[src/rtl/div_pkg.sv]
// Shared definitions for the signed/unsigned divide sequencer.
package div_pkg;

    localparam int DIV_WIDTH = 32;

    // Quotient reported for a zero divisor.
    localparam logic [DIV_WIDTH-1:0] DBZ_QUOTIENT = '1;

    typedef enum logic [1:0] {
        ST_IDLE   = 2'd0,
        ST_SETTLE = 2'd1,
        ST_MULT   = 2'd2,
        ST_FIX    = 2'd3
    } div_state_e;

endpackage

[src/rtl/serial_mul_lo.sv]
// Serial shift-add multiplier keeping only the low WIDTH bits of the product.
module serial_mul_lo #(
    parameter int WIDTH = 32
) (
    input  logic             clk,
    input  logic             clr_n,
    input  logic             load,
    input  logic             step,
    input  logic [WIDTH-1:0] mcand,
    input  logic [WIDTH-1:0] mplier,
    output logic [WIDTH-1:0] acc
);

    logic [WIDTH-1:0] mcand_q, mcand_d;
    logic [WIDTH-1:0] mplier_q, mplier_d;
    logic [WIDTH-1:0] acc_q, acc_d;

    always_comb begin
        mcand_d  = mcand_q;
        mplier_d = mplier_q;
        acc_d    = acc_q;
        if (load) begin
            mcand_d  = mcand;
            mplier_d = mplier;
            acc_d    = '0;
        end else if (step) begin
            // Multiplier shifts right so bit 0 is always the current partial product select.
            if (mplier_q[0]) acc_d = acc_q + mcand_q;
            mcand_d  = mcand_q << 1;
            mplier_d = mplier_q >> 1;
        end
    end

    always_ff @(posedge clk) begin
        if (!clr_n) begin
            mcand_q  <= '0;
            mplier_q <= '0;
            acc_q    <= '0;
        end else begin
            mcand_q  <= mcand_d;
            mplier_q <= mplier_d;
            acc_q    <= acc_d;
        end
    end

    assign acc = acc_q;

endmodule

[src/rtl/div_sign_ctrl.sv]
// Sign handling and sequencing around an external combinational unsigned divider;
// remainder is rebuilt as |a| - q*|b| using a serial multiplier.
module div_sign_ctrl
    import div_pkg::*;
#(
    parameter int WIDTH         = DIV_WIDTH,
    parameter int SETTLE_CYCLES = 4
) (
    input  logic             clk,
    input  logic             clr_n,
    input  logic             start,
    input  logic             signed_op,
    input  logic [WIDTH-1:0] op_a,
    input  logic [WIDTH-1:0] op_b,
    output logic [WIDTH-1:0] div_a,
    output logic [WIDTH-1:0] div_b,
    input  logic [WIDTH-1:0] div_q,
    output logic             busy,
    output logic             done,
    output logic             dbz,
    output logic [WIDTH-1:0] hi,
    output logic [WIDTH-1:0] lo
);

    localparam int CNT_MAX = (SETTLE_CYCLES > WIDTH) ? SETTLE_CYCLES : WIDTH;
    localparam int CNT_W   = $clog2(CNT_MAX + 1);

    div_state_e       state_q, state_d;
    logic [CNT_W-1:0] cnt_q, cnt_d;
    logic [WIDTH-1:0] div_a_q, div_a_d;
    logic [WIDTH-1:0] div_b_q, div_b_d;
    logic [WIDTH-1:0] raw_a_q, raw_a_d;
    logic [WIDTH-1:0] q_reg_q, q_reg_d;
    logic [WIDTH-1:0] hi_q, hi_d;
    logic [WIDTH-1:0] lo_q, lo_d;
    logic             q_neg_q, q_neg_d;
    logic             r_neg_q, r_neg_d;
    logic             dbz_pend_q, dbz_pend_d;
    logic             dbz_q, dbz_d;
    logic             done_q, done_d;

    logic             mul_load, mul_step;
    logic [WIDTH-1:0] mul_acc;
    logic [WIDTH-1:0] mag_a, mag_b, rem;
    logic             a_neg, b_neg;

    assign a_neg = signed_op & op_a[WIDTH-1];
    assign b_neg = signed_op & op_b[WIDTH-1];
    assign mag_a = a_neg ? -op_a : op_a;
    assign mag_b = b_neg ? -op_b : op_b;
    assign rem   = div_a_q - mul_acc;

    serial_mul_lo #(.WIDTH(WIDTH)) u_mul (
        .clk    (clk),
        .clr_n  (clr_n),
        .load   (mul_load),
        .step   (mul_step),
        .mcand  (div_b_q),
        .mplier (div_q),
        .acc    (mul_acc)
    );

    always_comb begin
        state_d    = state_q;
        cnt_d      = cnt_q;
        div_a_d    = div_a_q;
        div_b_d    = div_b_q;
        raw_a_d    = raw_a_q;
        q_reg_d    = q_reg_q;
        hi_d       = hi_q;
        lo_d       = lo_q;
        q_neg_d    = q_neg_q;
        r_neg_d    = r_neg_q;
        dbz_pend_d = dbz_pend_q;
        dbz_d      = dbz_q;
        done_d     = 1'b0;
        mul_load   = 1'b0;
        mul_step   = 1'b0;

        unique case (state_q)
            ST_IDLE: begin
                if (start) begin
                    div_a_d    = mag_a;
                    div_b_d    = mag_b;
                    raw_a_d    = op_a;
                    q_neg_d    = a_neg ^ b_neg;
                    r_neg_d    = a_neg;
                    cnt_d      = CNT_W'(SETTLE_CYCLES - 1);
                    dbz_d      = 1'b0;
                    dbz_pend_d = (op_b == '0);
                    state_d    = (op_b == '0) ? ST_FIX : ST_SETTLE;
                end
            end
            ST_SETTLE: begin
                if (cnt_q == '0) begin
                    q_reg_d  = div_q;
                    mul_load = 1'b1;
                    cnt_d    = '0;
                    state_d  = ST_MULT;
                end else begin
                    cnt_d = cnt_q - 1'b1;
                end
            end
            ST_MULT: begin
                mul_step = 1'b1;
                if (cnt_q == CNT_W'(WIDTH - 1)) state_d = ST_FIX;
                else                            cnt_d   = cnt_q + 1'b1;
            end
            ST_FIX: begin
                done_d  = 1'b1;
                state_d = ST_IDLE;
                if (dbz_pend_q) begin
                    lo_d  = WIDTH'(DBZ_QUOTIENT);
                    hi_d  = raw_a_q;
                    dbz_d = 1'b1;
                end else begin
                    lo_d = q_neg_q ? -q_reg_q : q_reg_q;
                    hi_d = r_neg_q ? -rem : rem;
                end
            end
            default: state_d = ST_IDLE;
        endcase
    end

    always_ff @(posedge clk) begin
        if (!clr_n) begin
            state_q    <= ST_IDLE;
            cnt_q      <= '0;
            div_a_q    <= '0;
            div_b_q    <= '0;
            raw_a_q    <= '0;
            q_reg_q    <= '0;
            hi_q       <= '0;
            lo_q       <= '0;
            q_neg_q    <= 1'b0;
            r_neg_q    <= 1'b0;
            dbz_pend_q <= 1'b0;
            dbz_q      <= 1'b0;
            done_q     <= 1'b0;
        end else begin
            state_q    <= state_d;
            cnt_q      <= cnt_d;
            div_a_q    <= div_a_d;
            div_b_q    <= div_b_d;
            raw_a_q    <= raw_a_d;
            q_reg_q    <= q_reg_d;
            hi_q       <= hi_d;
            lo_q       <= lo_d;
            q_neg_q    <= q_neg_d;
            r_neg_q    <= r_neg_d;
            dbz_pend_q <= dbz_pend_d;
            dbz_q      <= dbz_d;
            done_q     <= done_d;
        end
    end

    // Busy drops in the same cycle done rises, so a start alongside done is accepted.
    assign busy  = (state_q != ST_IDLE);
    assign done  = done_q;
    assign dbz   = dbz_q;
    assign hi    = hi_q;
    assign lo    = lo_q;
    assign div_a = div_a_q;
    assign div_b = div_b_q;

endmodule

[config.mk]
export PLATFORM = sky130hd
export DESIGN_NAME = div_sign_ctrl
export DESIGN_NICKNAME = d
export VERILOG_FILES = /design/src/rtl/div_pkg.sv /design/src/rtl/serial_mul_lo.sv /design/src/rtl/div_sign_ctrl.sv
export SDC_FILE = /design/constraint.sdc
export NUM_CORES = 1
export LEC_CHECK = 0
export CAP_MARGIN = 15
export CORE_ASPECT_RATIO = 1.25
export CORE_UTILIZATION = 40
export CTS_CLUSTER_DIAMETER = 80
export DETAILED_ROUTE_END_ITERATION = 10
export PLACE_DENSITY_LB_ADDON = 0.2
export SYNTH_ARGS = -nofsm -noshare
export SYNTH_HDL_FRONTEND = slang
export SYNTH_SLANG_ARGS = --single-unit
[constraint.sdc]
create_clock -name clk -period 5.5 [get_ports clk]
set_input_delay 0.825 -clock clk [delete_from_list [all_inputs] [get_ports clk]]
set_output_delay 0.825 -clock clk [all_outputs]
set_load 0.005 [all_outputs]
==> results of run 1 <==
[flip-flops by register name (all words and copies together) (netlist names), 2 cells and up]
signal / count
u_mul.acc: 32
u_mul.mplier_q: 32
lo: 32
q_reg_q: 32
div_b: 32
div_a: 32
raw_a_q: 31
u_mul.mcand_q: 32
hi: 32
cnt_q: 6
state_q: 2
[final cells by class]
type / instances / share of cell area, %
clock inverter: 9 / 0.748
timing repair buffer: 245 / 11.3
sequential: 300 / 28.1
multi-input combinational: 1729 / 50.6
inverter: 78 / 1.39
clock buffer: 50 / 4.63
tap: 565 / 3.30
[layer usage]
metal	track usage [%]	up-vias	routed length, um
li1	-	8305	-
met1	30.8	7775	24800
met2	41.6	362	26900
met3	4.24	69	2710
met4	6.99	0	1430
met5	0	-	0
[tightest hold or removal path, stage by stage, from the launching register on]
cell and delay, ns:
dfxtp_1 0.30, nand2_1 0.05, a21oi_1 0.05
[stage by stage]
step | instance area (um^2) | utilization, % | hold slack [ns] | setup slack [ns] | cells
floorplan | 17600 | - | 0.431 | 1.93 | 2239
global placement | 20300 | 46.8 | 0.438 | 1.31 | 2917
detailed placement | 20300 | 46.8 | 0.442 | 1.24 | 2917
CTS | 21400 | 49.5 | 0.450 | 1.45 | 2976
global route | 21400 | 49.5 | 0.468 | 1.10 | 2976
finish | 21400 | 49.5 | 0.447 | 1.43 | 2976
[how the worst max path moves through the flow]
stage	cells after the start	to	slack, ns	from
final	15	hi[29]	1.43	div_a[0]
after global routing	15	hi[29]	1.10	div_a[0]
after CTS	15	hi[29]	1.45	div_a[0]
after detailed placement	10	div_a[29]	1.24	op_a[6]
after global placement	10	div_a[29]	1.31	op_a[6]
after floorplan	15	hi[30]	1.93	div_a[0]
[cells in the mapped netlist (27+ instances only)]
library cell | n | share of area [%]
a21oi_1 | 256 | 7.3
clkbuf_1 | 115 | 2.4
inv_1 | 76 | 1.6
xor2_1 | 82 | 4.1
nor3_1 | 38 | 1.1
o31ai_1 | 28 | 1.2
ha_1 | 73 | 5.2
xnor2_1 | 61 | 3.0
a21o_1 | 27 | 1.1
dfxtp_1 | 300 | 34
o21ai_0 | 133 | 3.8
nand3_1 | 34 | 0.97
nor2_1 | 186 | 4.0
mux2_2 | 34 | 2.2
mux2i_1 | 56 | 3.2
a211oi_1 | 92 | 3.9
nand2_1 | 330 | 7.0
[kinds of logic (layout without fill, tap and decap cells)]
| group | Yosys count | in the layout | share of synthesized area (%) |
|---|---|---|---|
| adders and majority gates | 75 | 75 | 5.41 |
| xor gates and xnor gates | 143 | 143 | 7.10 |
| AOI/OAI and AO/OA | 683 | 683 | 24.4 |
| DFF | 300 | 300 | 34.1 |
| buffers and inverters | 210 | 382 | 4.73 |
| muxes | 90 | 90 | 5.35 |
| and+or+nand+nor | 738 | 738 | 18.9 |
[power by group through the flow]
stage	clock network (mW)	logic, mW	registers [mW]
CTS	2.41	4.71	3.11
global placement	0	4.64	3.14
detailed placement	0	4.69	3.15
global route	2.50	5.20	3.14
floorplan	0	3.25	2.95
finish	2.35	4.74	3.09
[layout by cell type, fill, tap and decap left out, types with 7 or more instances in the layout]
master	n
a21oi_1	256
xor2_1	82
nand2_1	329
ha_1	71
mux2i_1	56
nor4_1	11
nor3_1	37
o211ai_1	14
a311oi_1	14
o31ai_1	28
o21ai_0	133
and2_1	10
xnor2_1	61
o21bai_1	12
nor2b_1	14
o21a_1	7
inv_1	76
nand3_1	34
and3_1	12
a21o_1	27
or3_1	22
mux2_2	34
a31oi_1	10
clkdlybuf4s50_1	229
o2111ai_1	7
o41ai_1	17
nor3b_1	8
nand3b_1	7
dfxtp_1	300
clkbuf_1	9
clkbuf_16	35
nand2b_1	18
buf_4	14
or4_1	16
nor2_1	185
nand4_1	8
a211oi_1	92
==> flow_metrics.py, run 1 <==
metrics = {
    "synthesis": {
        "ys_ff_latch": 300,
        "synth.avg_cell_area_um2": 7.87,
        "ys_async_sr_fraction_pct": 0,
        "synth_fp_nets": 2414,
        "ys.warnings.count": 0,
        "synth_edf_count": 0,
        "synth.cell_area_um2": 17600,
        "ys.flop_type": "dfxtp_1",
        "seq_area_frac_synth_pct": 34.1,
        "syn-instance-count": 2239,
        "yosys.cell_types.count": 89,
    },
    "route": {
        "wl_per_cell_um": 18.8,
        "ant_nets": 0,
        "vias": 16500,
        "dr.first_iter.drc_count": 916,
        "vias_per_cell": 5.55,
        "firstDrtPassIters": 5,
        "totalWireLength_um": 55900,
        "drc": 0,
    },
    "clock_network": {
        "htreeDepth": 2,
        "ctsResizeCount": 0,
        "cts_tree": "yes",
        "path_clk_slew_ns": 0.06,
        "clk_latency_ns": 0.55,
        "cts_root_buffer": "clkbuf_16",
        "cts_max_path_buffers": 3,
        "cts_hold_buf": 0,
        "cts-buffers-inserted": 35,
        "post-cts-setup-buffer-count": 0,
        "numClockSinks": 300,
    },
    "power": {
        "p_int_mw": 5.98,
        "power.total_mw": 10.2,
        "swShare_pct": 41.3,
        "power.density_nw_per_um2": 476,
        "switching_power_mw": 4.20,
        "seqPwrFrac_pct": 30.4,
        "p_leak_nw": 7.92,
        "ir_worst_vdd_mv": 0.257,
        "clkPwrFrac_pct": 23.1,
        "p_comb_share_pct": 46.5,
    },
    "critical_path": {
        "r2r-end": "hi[29]",
        "critPathCaptureType": "register",
        "slowest_stage": "a2111o_1",
        "worstSetupStartpointType": "register",
        "crit_chain": "inv_1 -> ha_1 -> inv_1 -> fa_1 -> a211oi_1 -> o21bai_1 -> a211oi_1 -> a21oi_1 -> a2111o_1 -> nor4_4 -> nand4_1 -> o41ai_1 -> xor2_1 -> a21oi_1 -> a31o_2",
        "worst-r2r-cell-count": 15,
        "arrival_ns": 4.50,
        "worstSetupPathType": "register to register",
        "path_buf_inv": 2,
        "rrSetupSlack_ns": 1.43,
        "rr_startpoint": "div_a[0]",
        "required_ns": 5.93,
        "cp_max_fo": 6,
        "slowest_delay_ns": 0.54,
        "path_delay_family": "compound AO/OA/AOI/OAI gates",
    },
    "outcome": {
        "status": "completed",
    },
    "timing": {
        "finalCritPeriodShare_pct": 73.9,
        "rsz0062_at_grt": "false",
        "setup_viol": 0,
        "worst_pin_slew_ns": 1.09,
        "finalSetupTns_ns": 0,
        "finalHoldViolCount": 0,
        "fin_skew_ns": 0.0207,
        "fmax_mhz": 246,
        "max_slew_margin_pct": 27.0,
        "period_minus_slack_ns": 4.07,
        "maxSlewViolCount": 0,
    },
    "cells_and_area": {
        "multi_input_area_um2": 10800,
        "num_antenna_cells": 0,
        "areaGrowthSynthToFinish_pct": 21.4,
        "fin_nets": 2564,
        "fill_cells": 4280,
        "drive_gt1_share_pct": 5.68,
        "register_area_um2": 6010,
    },
    "floorplanning": {
        "start_util_pct": 40.7,
        "io-pin-count": 231,
        "die_width_um": 190,
        "die_height_um": 237,
        "placeableCoreArea_um2": 43300,
        "row_count": 85,
        "die_area_um2": 44900,
    },
    "global_routing": {
        "grt_pass1_vias": 15500,
        "grt_first_pass_wirelength_um": 86400,
        "grt_overflow": 0,
        "grt_max_degree": 110,
        "grtUsageTotal_pct": 24.3,
        "antenna_found_initial": 0,
    },
    "placed_design": {
        "gp_congestion": 0.913,
        "place_hpwl_um": 41900,
        "numPortBuffers": 230,
    },
    "min_path": {
        "min_path_type": "register to register",
        "min-delay-start": "raw_a_q[22]",
        "holdPathEnd": "raw_a_q[22]",
        "whs_path_depth": 2,
    },
    "job": {
        "maxCapViolCount": 0,
    },
}
Note: power is estimated with default switching activity, not from simulation.
==> inputs of run 2 (changes only) <==
==> constraint.sdc (replaced) <==
create_clock -name clk -period 4.2 [get_ports clk]
set_input_delay 0.63 -clock clk [delete_from_list [all_inputs] [get_ports clk]]
set_output_delay 0.63 -clock clk [all_outputs]
set_load 0.005 [all_outputs]
==> flow_metrics.py, run 2 (synthesized netlist as in run 1, its figures left out) <==
metrics = {
    "outcome": {
        "status": "completed",
    },
    "min_path": {
        "holdPathEnd": "raw_a_q[12]",
        "min_path_type": "register to register",
        "whs_path_depth": 2,
        "min-delay-start": "raw_a_q[12]",
    },
    "floorplanning": {
        "die_height_um": 237,
        "die_area_um2": 44900,
        "row_count": 85,
        "die_width_um": 190,
        "start_util_pct": 40.7,
        "io-pin-count": 231,
        "placeableCoreArea_um2": 43300,
    },
    "power": {
        "p_int_mw": 7.80,
        "power.density_nw_per_um2": 623,
        "p_comb_share_pct": 46.6,
        "p_leak_nw": 7.98,
        "ir_worst_vdd_mv": 0.303,
        "seqPwrFrac_pct": 30.4,
        "switching_power_mw": 5.60,
        "swShare_pct": 41.8,
        "power.total_mw": 13.4,
        "clkPwrFrac_pct": 23.0,
    },
    "clock_network": {
        "numClockSinks": 300,
        "cts_max_path_buffers": 3,
        "htreeDepth": 2,
        "cts_tree": "yes",
        "clk_latency_ns": 0.54,
        "cts_root_buffer": "clkbuf_16",
        "cts-buffers-inserted": 35,
        "path_clk_slew_ns": 0.06,
    },
    "cells_and_area": {
        "fin_nets": 2573,
        "num_antenna_cells": 0,
        "areaGrowthSynthToFinish_pct": 22.0,
        "multi_input_area_um2": 10900,
        "drive_gt1_share_pct": 6.64,
        "mostFrequentLayoutCell": "nand2_1",
        "register_area_um2": 6010,
        "fill_cells": 4223,
        "fin_cells": 2989,
        "final_cell_mix": "329 x nand2_1, 300 x dfxtp_1, 256 x a21oi_1",
    },
    "job": {
        "maxCapViolCount": 0,
    },
    "critical_path": {
        "worstSetupStartpointType": "register",
        "worst-r2r-cell-count": 13,
        "critPathCaptureType": "register",
        "rr_startpoint": "u_mul.acc[9]",
        "r2r-end": "hi[31]",
        "worstSetupPathType": "register to register",
        "cp_max_fo": 8,
        "rrSetupSlack_ns": 0.26,
        "required_ns": 4.61,
        "arrival_ns": 4.36,
    },
    "timing": {
        "finalHoldViolCount": 0,
        "maxSlewViolCount": 0,
        "rsz0062_at_grt": "false",
        "finalCritPeriodShare_pct": 93.9,
        "finalSetupTns_ns": 0,
        "fin_skew_ns": 0.0208,
        "period_minus_slack_ns": 3.94,
        "max_slew_margin_pct": 24.3,
        "worst_pin_slew_ns": 1.13,
        "fmax_mhz": 254,
        "setup_viol": 0,
    },
    "placed_design": {
        "gp_congestion": 0.902,
        "numPortBuffers": 230,
        "place_hpwl_um": 42800,
        "place_inst": 2925,
    },
    "route": {
        "drc": 0,
        "ant_nets": 0,
        "vias_per_cell": 5.58,
        "firstDrtPassIters": 5,
        "dr.first_iter.drc_count": 1001,
        "vias": 16700,
        "wl_per_cell_um": 18.8,
        "totalWireLength_um": 56300,
    },
    "global_routing": {
        "antenna_found_initial": 0,
        "grt_pass1_vias": 15800,
        "grt_first_pass_wirelength_um": 87600,
        "grt_overflow": 0,
        "grt_max_degree": 117,
        "grtUsageTotal_pct": 24.5,
    },
}
## run 2: cell types whose count changed in the layout (fill, tap and decap cells not counted), moves of 2 or more
cell	before	now
clkinv_2	3	12
buf_4	14	23
clkinvlp_4	0	2
clkbuf_1	9	2
inv_16	0	2
## run 2: how the worst max path moves through the flow
stage                      start     end  slack (ns)  depth (start not counted)
global placement        div_a[0]  hi[29]        0.21                         15
detailed placement      div_a[0]  hi[29]        0.15                         15
CTS                     div_a[0]  hi[29]        0.12                         15
floorplan               div_a[0]  hi[30]        0.63                         15
finish              u_mul.acc[9]  hi[31]        0.26                         13
global route        u_mul.acc[9]  hi[31]       0.007                         13
## run 2: area by class of cell
cell class | instances | area share [%]
tap | 565 | 3.29
clock buffer | 43 | 4.49
multi-input combinational | 1729 | 50.5
inverter | 78 | 1.38
timing repair buffer | 254 | 11.6
sequential | 300 | 27.9
clock inverter | 20 | 0.896
## run 2: metrics by stage
step           setup slack [ns]  area (um^2)  hold WS, ns  utilization (%)
5_1_grt                 0.00709        21500        0.456             49.7
2_1_floorplan             0.627        17600        0.431                -
6_report                  0.255        21500        0.449             49.7
4_1_cts                   0.125        21500        0.451             49.6
3_5_place_dp              0.148        20300        0.443             46.9
3_3_place_gp              0.207        20300        0.437             46.9
## run 2: layer usage
| layer | wire length [um] | up-vias | GRT usage (%) |
|---|---|---|---|
| met1 | 25100 | 7838 | 32.0 |
| met2 | 26300 | 442 | 40.8 |
| met3 | 2970 | 79 | 3.66 |
| met5 | 0 | - | 0 |
| li1 | - | 8309 | - |
| met4 | 1990 | 0 | 8.85 |
## run 2: power groups by stage
stage / clock network, mW / registers (mW) / logic, mW
floorplan: 0 / 3.87 / 4.26
global placement: 0 / 4.12 / 6.10
detailed placement: 0 / 4.14 / 6.16
CTS: 3.15 / 4.08 / 6.19
global route: 3.28 / 4.14 / 6.89
finish: 3.08 / 4.07 / 6.24
## run 2: worst max-delay path: stages (launching register included)
cell      delay (ns)
dfxtp_1         0.36
inv_1           0.06
ha_1            0.38
a21oi_1         0.26
o21ai_0         0.26
a211oi_1        0.50
and3b_1         0.25
nor2_1          0.07
o211ai_1        0.37
nand3_1         0.23
or4_1           0.58
o2111a_1        0.26
a211oi_1        0.17
o21ai_1         0.08
## run 2: what timing repair did
item,CTS,global route
buffers inserted,0,1
hold buffers,0,0
gates resized for setup,0,5
setup endpoints to repair,0,6
==> patch 1, RTL diff (flow settings as in run 2) <==
Set the parameter `SETTLE_CYCLES` to 8 (it was 4).
--- a/src/rtl/div_sign_ctrl.sv
+++ b/src/rtl/div_sign_ctrl.sv
@@ -5,5 +5,5 @@
 #(
     parameter int WIDTH         = DIV_WIDTH,
-    parameter int SETTLE_CYCLES = 4
+    parameter int SETTLE_CYCLES = 8
 ) (
     input  logic             clk,
Function: same outputs for any inputs over 4 cycles, from zero or initial values; that may be too few to reach the edited logic, so the function may still have changed.
==> patch 1 against run 2 <==
Via count shrank 4.2%. Total power is 3.7% lower. Clock power grew 6%. Core utilization increased by 0.69 points. Design area is 0.79% lower. Sequential cell count unchanged. Synthesized area fell by 1.9%. Synthesized cell count shrank 2.5%. Wire length fell by 13%. Fmax grew 1.9%. Final cell count decreased by 2.2%. Worst hold slack gained 0.0046 ns. Setup slack gained 0.073 ns.
==> patch 1: results (changes against run 2) <==
place:
  placed_area_um2: 20050  # was 20320 um^2
  place_hpwl_um: 36260  # was 42820 um
  gp_congestion: 0.9080  # was 0.9020
  place_ws_ns: 0.2747  # was 0.1480 ns
  place_inst: 2858  # was 2925
global_route:
  grt_pass1_vias: 15000  # was 15.77k
  grt_use_total_pct: 21.81  # was 24.53%
  antenna_found_initial: 0  # unchanged
  grt_pass1_wl_um: 78870  # was 87570 um
  grt_max_degree: 95  # was 117
flow_run:
  maxCapViolCount: 0  # unchanged
setup_path:
  slowest_delay_ns: 0.60  # was 0.58 ns
  critical_path_class: "flip-flop to flip-flop"  # unchanged
  critPathLaunch: "u_mul.acc[0]"  # was u_mul.acc[9]
  crit_path_max_fanout: 5  # was 8
  timing.rr.start: "u_mul.acc[0]"  # was u_mul.acc[9]
  r2r_cells: 14  # was 13
  r2r_end: "hi[17]"  # was hi[31]
  slowest_stage: "or4b_1"  # was or4_1
  crit_arrival_ns: 4.26  # was 4.36 ns
  path_delay_family: "simple AND/OR/NAND/NOR gates"  # was compound AO/OA/AOI/OAI gates
  reg2reg_slack_ns: 0.33  # was 0.26 ns
cts:
  clk_path_buf_depth: 3  # unchanged
  cts_setup_buffers: 0  # unchanged
  cts_resized: 0  # unchanged
  cts_root_buf: "clkbuf_16"  # unchanged
  h-tree-depth: 2  # unchanged
  clk_pin_slew_ns: 0.06  # about the same
final_layout:
  drive_gt1_share_pct: 6.514  # was 6.642%
  fill_cells: 4079  # was 4223
  nets: 2513  # was 2573
sta:
  period_needed_ns: 3.872  # was 3.945 ns
  fin_worst_hold_slack_ns: 0.4533  # was 0.4487 ns
  clock_skew_ns: 0.02367  # was 0.02084 ns
  slew_headroom_pct: 38.60  # was 24.34%
synth:
  synthTopCellsByArea: "dfxtp_1, nand2_1, a21oi_1, ha_1, a211oi_1"  # was dfxtp_1, a21oi_1, nand2_1, ha_1, xor2_1
  synth-seq-area-share_pct: 34.70  # was 34.06%
  synth_cell_types: 82  # was 89
  synth_common_cells: "nand2_1, dfxtp_1, a21oi_1"  # unchanged
  yosys.area_share.adder_pct: 5.509  # was 5.407%
  ys_async_sr_fraction_pct: 0  # unchanged
  syn_nets: 2359  # was 2414
  synth_cells: 2184  # was 2239
  synth_xor_xnor_area_share_pct: 7.743  # was 7.103%
  ys_warn_count: 0  # unchanged
  muxShareOfSynthArea_pct: 5.025  # was 5.351%
  synth_compound_area_share_pct: 23.88  # was 24.40%
  ys.flop_type: "dfxtp_1"  # unchanged
drt:
  drt_first_pass_iters: 5  # unchanged
  dr_total_vias: 15970  # was 16.67k
  avgViaCountPerCell: 5.461  # was 5.576
  drt_wl_total_um: 48790  # was 56310 um
  drt-initial-drc-count: 940  # was 1001
min_path:
  min_path_cells: 2  # unchanged
  holdPathEnd: "raw_a_q[12]"  # unchanged
  hold_start: "raw_a_q[12]"  # unchanged
  min_path_type: "flip-flop to flip-flop"  # unchanged
status:
  outcome: "finished clean"  # unchanged
power:
  leakage_nw: 7.857  # was 7.982 nW
  vdd_drop_max_v: 0.0002707  # was 0.0003027 V
[patch 1: power by group]
part | switching [W] | leakage [nW] | internal, W
Clock | 0.00124 | 0.601 | 0.00202
Sequential | 0.000512 | 2.44 | 0.00340
Combinational | 0.00325 | 4.81 | 0.00249
[patch 1: layout make-up]
class / count / area (um^2) / share of cell area, %
repair buffers: 257 / 2582 / 12.10
diodes: 1 / 2.502 / 0.01172
inverters: 64 / 245.2 / 1.149
well taps: 559 / 699.4 / 3.277
flip-flops and latches: 300 / 6007 / 28.14
clock buffers: 50 / 1023 / 4.795
clock inverters: 13 / 217.7 / 1.020
multi-input cells: 1680 / 10570 / 49.50
[patch 1: routing by layer]
| metal | vias up | share of wire [%] | wire [um] | GRT usage (%) |
|---|---|---|---|---|
| li1 | 8070 | - | - | - |
| met5 | - | 0 | 0 | 0 |
| met4 | 0 | 2.3 | 1120 | 6.377 |
| met1 | 7434 | 47 | 23050 | 29.51 |
| met3 | 67 | 5.3 | 2585 | 3.563 |
| met2 | 398 | 45 | 22030 | 35.61 |
==> patch 2, RTL diff (flow settings as in run 2) <==
Without the edit above. One comparison of `cnt_q` changes from == to >=.
--- a/src/rtl/div_sign_ctrl.sv
+++ b/src/rtl/div_sign_ctrl.sv
@@ -104,5 +104,5 @@
             ST_MULT: begin
                 mul_step = 1'b1;
-                if (cnt_q == CNT_W'(WIDTH - 1)) state_d = ST_FIX;
+                if (cnt_q >= CNT_W'(WIDTH - 1)) state_d = ST_FIX;
                 else                            cnt_d   = cnt_q + 1'b1;
             end
Behaviour: no difference found for any inputs over 4 cycles, from zero or initial values; that may be too few to reach the edited logic, so the function may still have changed.
==> patch 2 against run 2 <==
Wire length fell by 4.6%. Design area rose by 1.7%. Sequential cell count did not move. Final cell count fell by 0.50%. Setup slack got worse by 0.051 ns. Total power fell by 2.9%. Synthesized area rose by 1.3%. Clock skew fell by 0.0040 ns.
==> patch 2: results (changes against run 2) <==
global_route:
  grt_pass1_wl_um: 84840  # was 87570 um
  grt_max_degree: 86  # was 117
  met1_usage_pct: 29.19  # was 32.02%
  grtUsageMet2_pct: 40.13  # was 40.77%
  gr-usage-met3_pct: 3.501  # was 3.661%
  grt_use_total_pct: 23.32  # was 24.53%
  antenna_found_initial: 2  # was 0
  grt_pass1_vias: 15870  # was 15.77k
final_layout:
  nets: 2551  # was 2573
  drive_gt1_share_pct: 7.250  # was 6.642%
  fill_cells: 4325  # was 4223
synth:
  synth_cell_types: 71  # was 89
  syn_nets: 2382  # was 2414
  synth-seq-area-share_pct: 33.63  # was 34.06%
  synthTopCellsByArea: "dfxtp_1, nand2_1, o211a_1, ha_1, xor2_1"  # was dfxtp_1, a21oi_1, nand2_1, ha_1, xor2_1
  ys_warn_count: 0  # unchanged
  ys_async_sr_fraction_pct: 0  # unchanged
  ys.flop_type: "dfxtp_1"  # unchanged
  synth_common_cells: "nand2_1, dfxtp_1, a21oi_1"  # unchanged
setup_path:
  path_delay_family: "simple AND/OR/NAND/NOR gates"  # was compound AO/OA/AOI/OAI gates
  crit_path_max_fanout: 5  # was 8
  crit_arrival_ns: 4.48  # was 4.36 ns
  slowest_delay_ns: 0.53  # was 0.58 ns
  slowest_stage: "or4b_4"  # was or4_1
  start_kind: "flip-flop"  # unchanged
cts:
  clk_path_buf_depth: 3  # unchanged
  numCtsBuffers: 35  # unchanged
  cts_root_buf: "clkbuf_16"  # unchanged
  clock_latency_ns: 0.55
  h-tree-depth: 2  # unchanged
  clk_pin_slew_ns: 0.06  # about the same
place:
  gp_congestion: 0.9110  # was 0.9020
  io_buffer_count: 230  # unchanged
  placed_area_um2: 20680  # was 20320 um^2
  place_hpwl_um: 40580  # was 42820 um
  place_ws_ns: 0.08124  # was 0.1480 ns
drt:
  drt-wirelength-per-cell_um: 18.06  # was 18.84 um
  drt_first_pass_iters: 5  # unchanged
  drt-initial-drc-count: 914  # was 1001
  avgViaCountPerCell: 5.488  # was 5.576
status:
  outcome: "finished clean"  # unchanged
power:
  leakage_nw: 9.097  # was 7.982 nW
  vdd_drop_max_v: 0.0003266  # was 0.0003027 V
sta:
  clock_skew_ns: 0.01681  # was 0.02084 ns
  slew_headroom_pct: 34.99  # was 24.34%
min_path:
  min_path_type: "flip-flop to flip-flop"  # unchanged
[patch 2: changes by cell type in the layout (fill, tap and decap cells not counted), moves of 9 or more]
cell / delta
a211oi_1: -80
a21boi_0: +105
a21oi_1: -104
a311oi_1: -13
buf_4: +18
nand2_1: +72
nand3_1: +9
nand4_1: +10
nor2_1: -111
nor2b_1: +9
nor3_1: -10
o211a_1: +94
xor2_1: +13
[patch 2: worst reg2reg max path, delay by kind of cell (launching register included)]
kind / cells / cell delay (ns)
AOI/OAI and AO/OA: 5 / 1.26
xor gates and xnor gates: 1 / 0.14
buffers and inverters: 2 / 0.12
DFF: 1 / 0.32
muxes: 1 / 0.30
and+or+nand+nor: 4 / 1.29
adders and majority gates: 2 / 0.51
[patch 2: layout make-up]
cell class	instances	area [um^2]	area share, %
Tap cell	572	715.7	3.270
Clock buffer	42	942.2	4.305
Antenna cell	2	5.005	0.02287
Timing Repair Buffer	272	2623	11.98
Inverter	75	281.5	1.286
Multi-Input combinational cell	1691	11110	50.75
Clock inverter	20	203.9	0.9319
Sequential cell	300	6008	27.45
[patch 2: kinds of logic after synthesis]
logic type      synth area share (%)
fa+ha+maj                      5.408
simple gates                   18.28
compound gates                 25.49
flops                          33.63
xor+xnor                       7.699
buf+inv                        4.540
mux                            4.953
[patch 2: final timing paths]
kind,slack (ns),to,start,cells past startpoint
min,0.46,raw_a_q[8],raw_a_q[8],2
min reg2reg,0.46,raw_a_q[8],raw_a_q[8],2
max reg2reg,0.20,hi[29],div_a[0],15
max,0.20,hi[29],div_a[0],15
[patch 2: power by group]
| part | switching, W | total, W | internal (W) | leakage (nW) |
|---|---|---|---|---|
| logic | 0.00344 | 0.00602 | 0.00258 | 6.08 |
| clock network | 0.00127 | 0.00308 | 0.00180 | 0.573 |
| registers | 0.000507 | 0.00390 | 0.00340 | 2.45 |
| total | 0.00522 | 0.0130 | 0.00778 | 9.10 |
[patch 2: routing by layer]
metal	vias to the layer above	wire, um	share of wire [%]
met4	0	1643	3.1
met2	421	25800	48
met3	88	2738	5.1
met1	7659	23520	44
met5	-	0	0
li1	8153	-	-
[patch 2: stage by stage]
stage	instances	power, W	util (%)
after floorplan	2206	0.007865	-
after global placement	2908	0.009819	46.88
after detailed placement	2908	0.009903	46.88
after CTS	2970	0.01303	49.48
after global routing	2974	0.01390	49.61
final	2974	0.01300	49.61
[patch 2: repair_timing]
item,in CTS,in global routing
endpoints found under the setup margin,0,7
buffers inserted,0,2
gates resized for setup,0,7
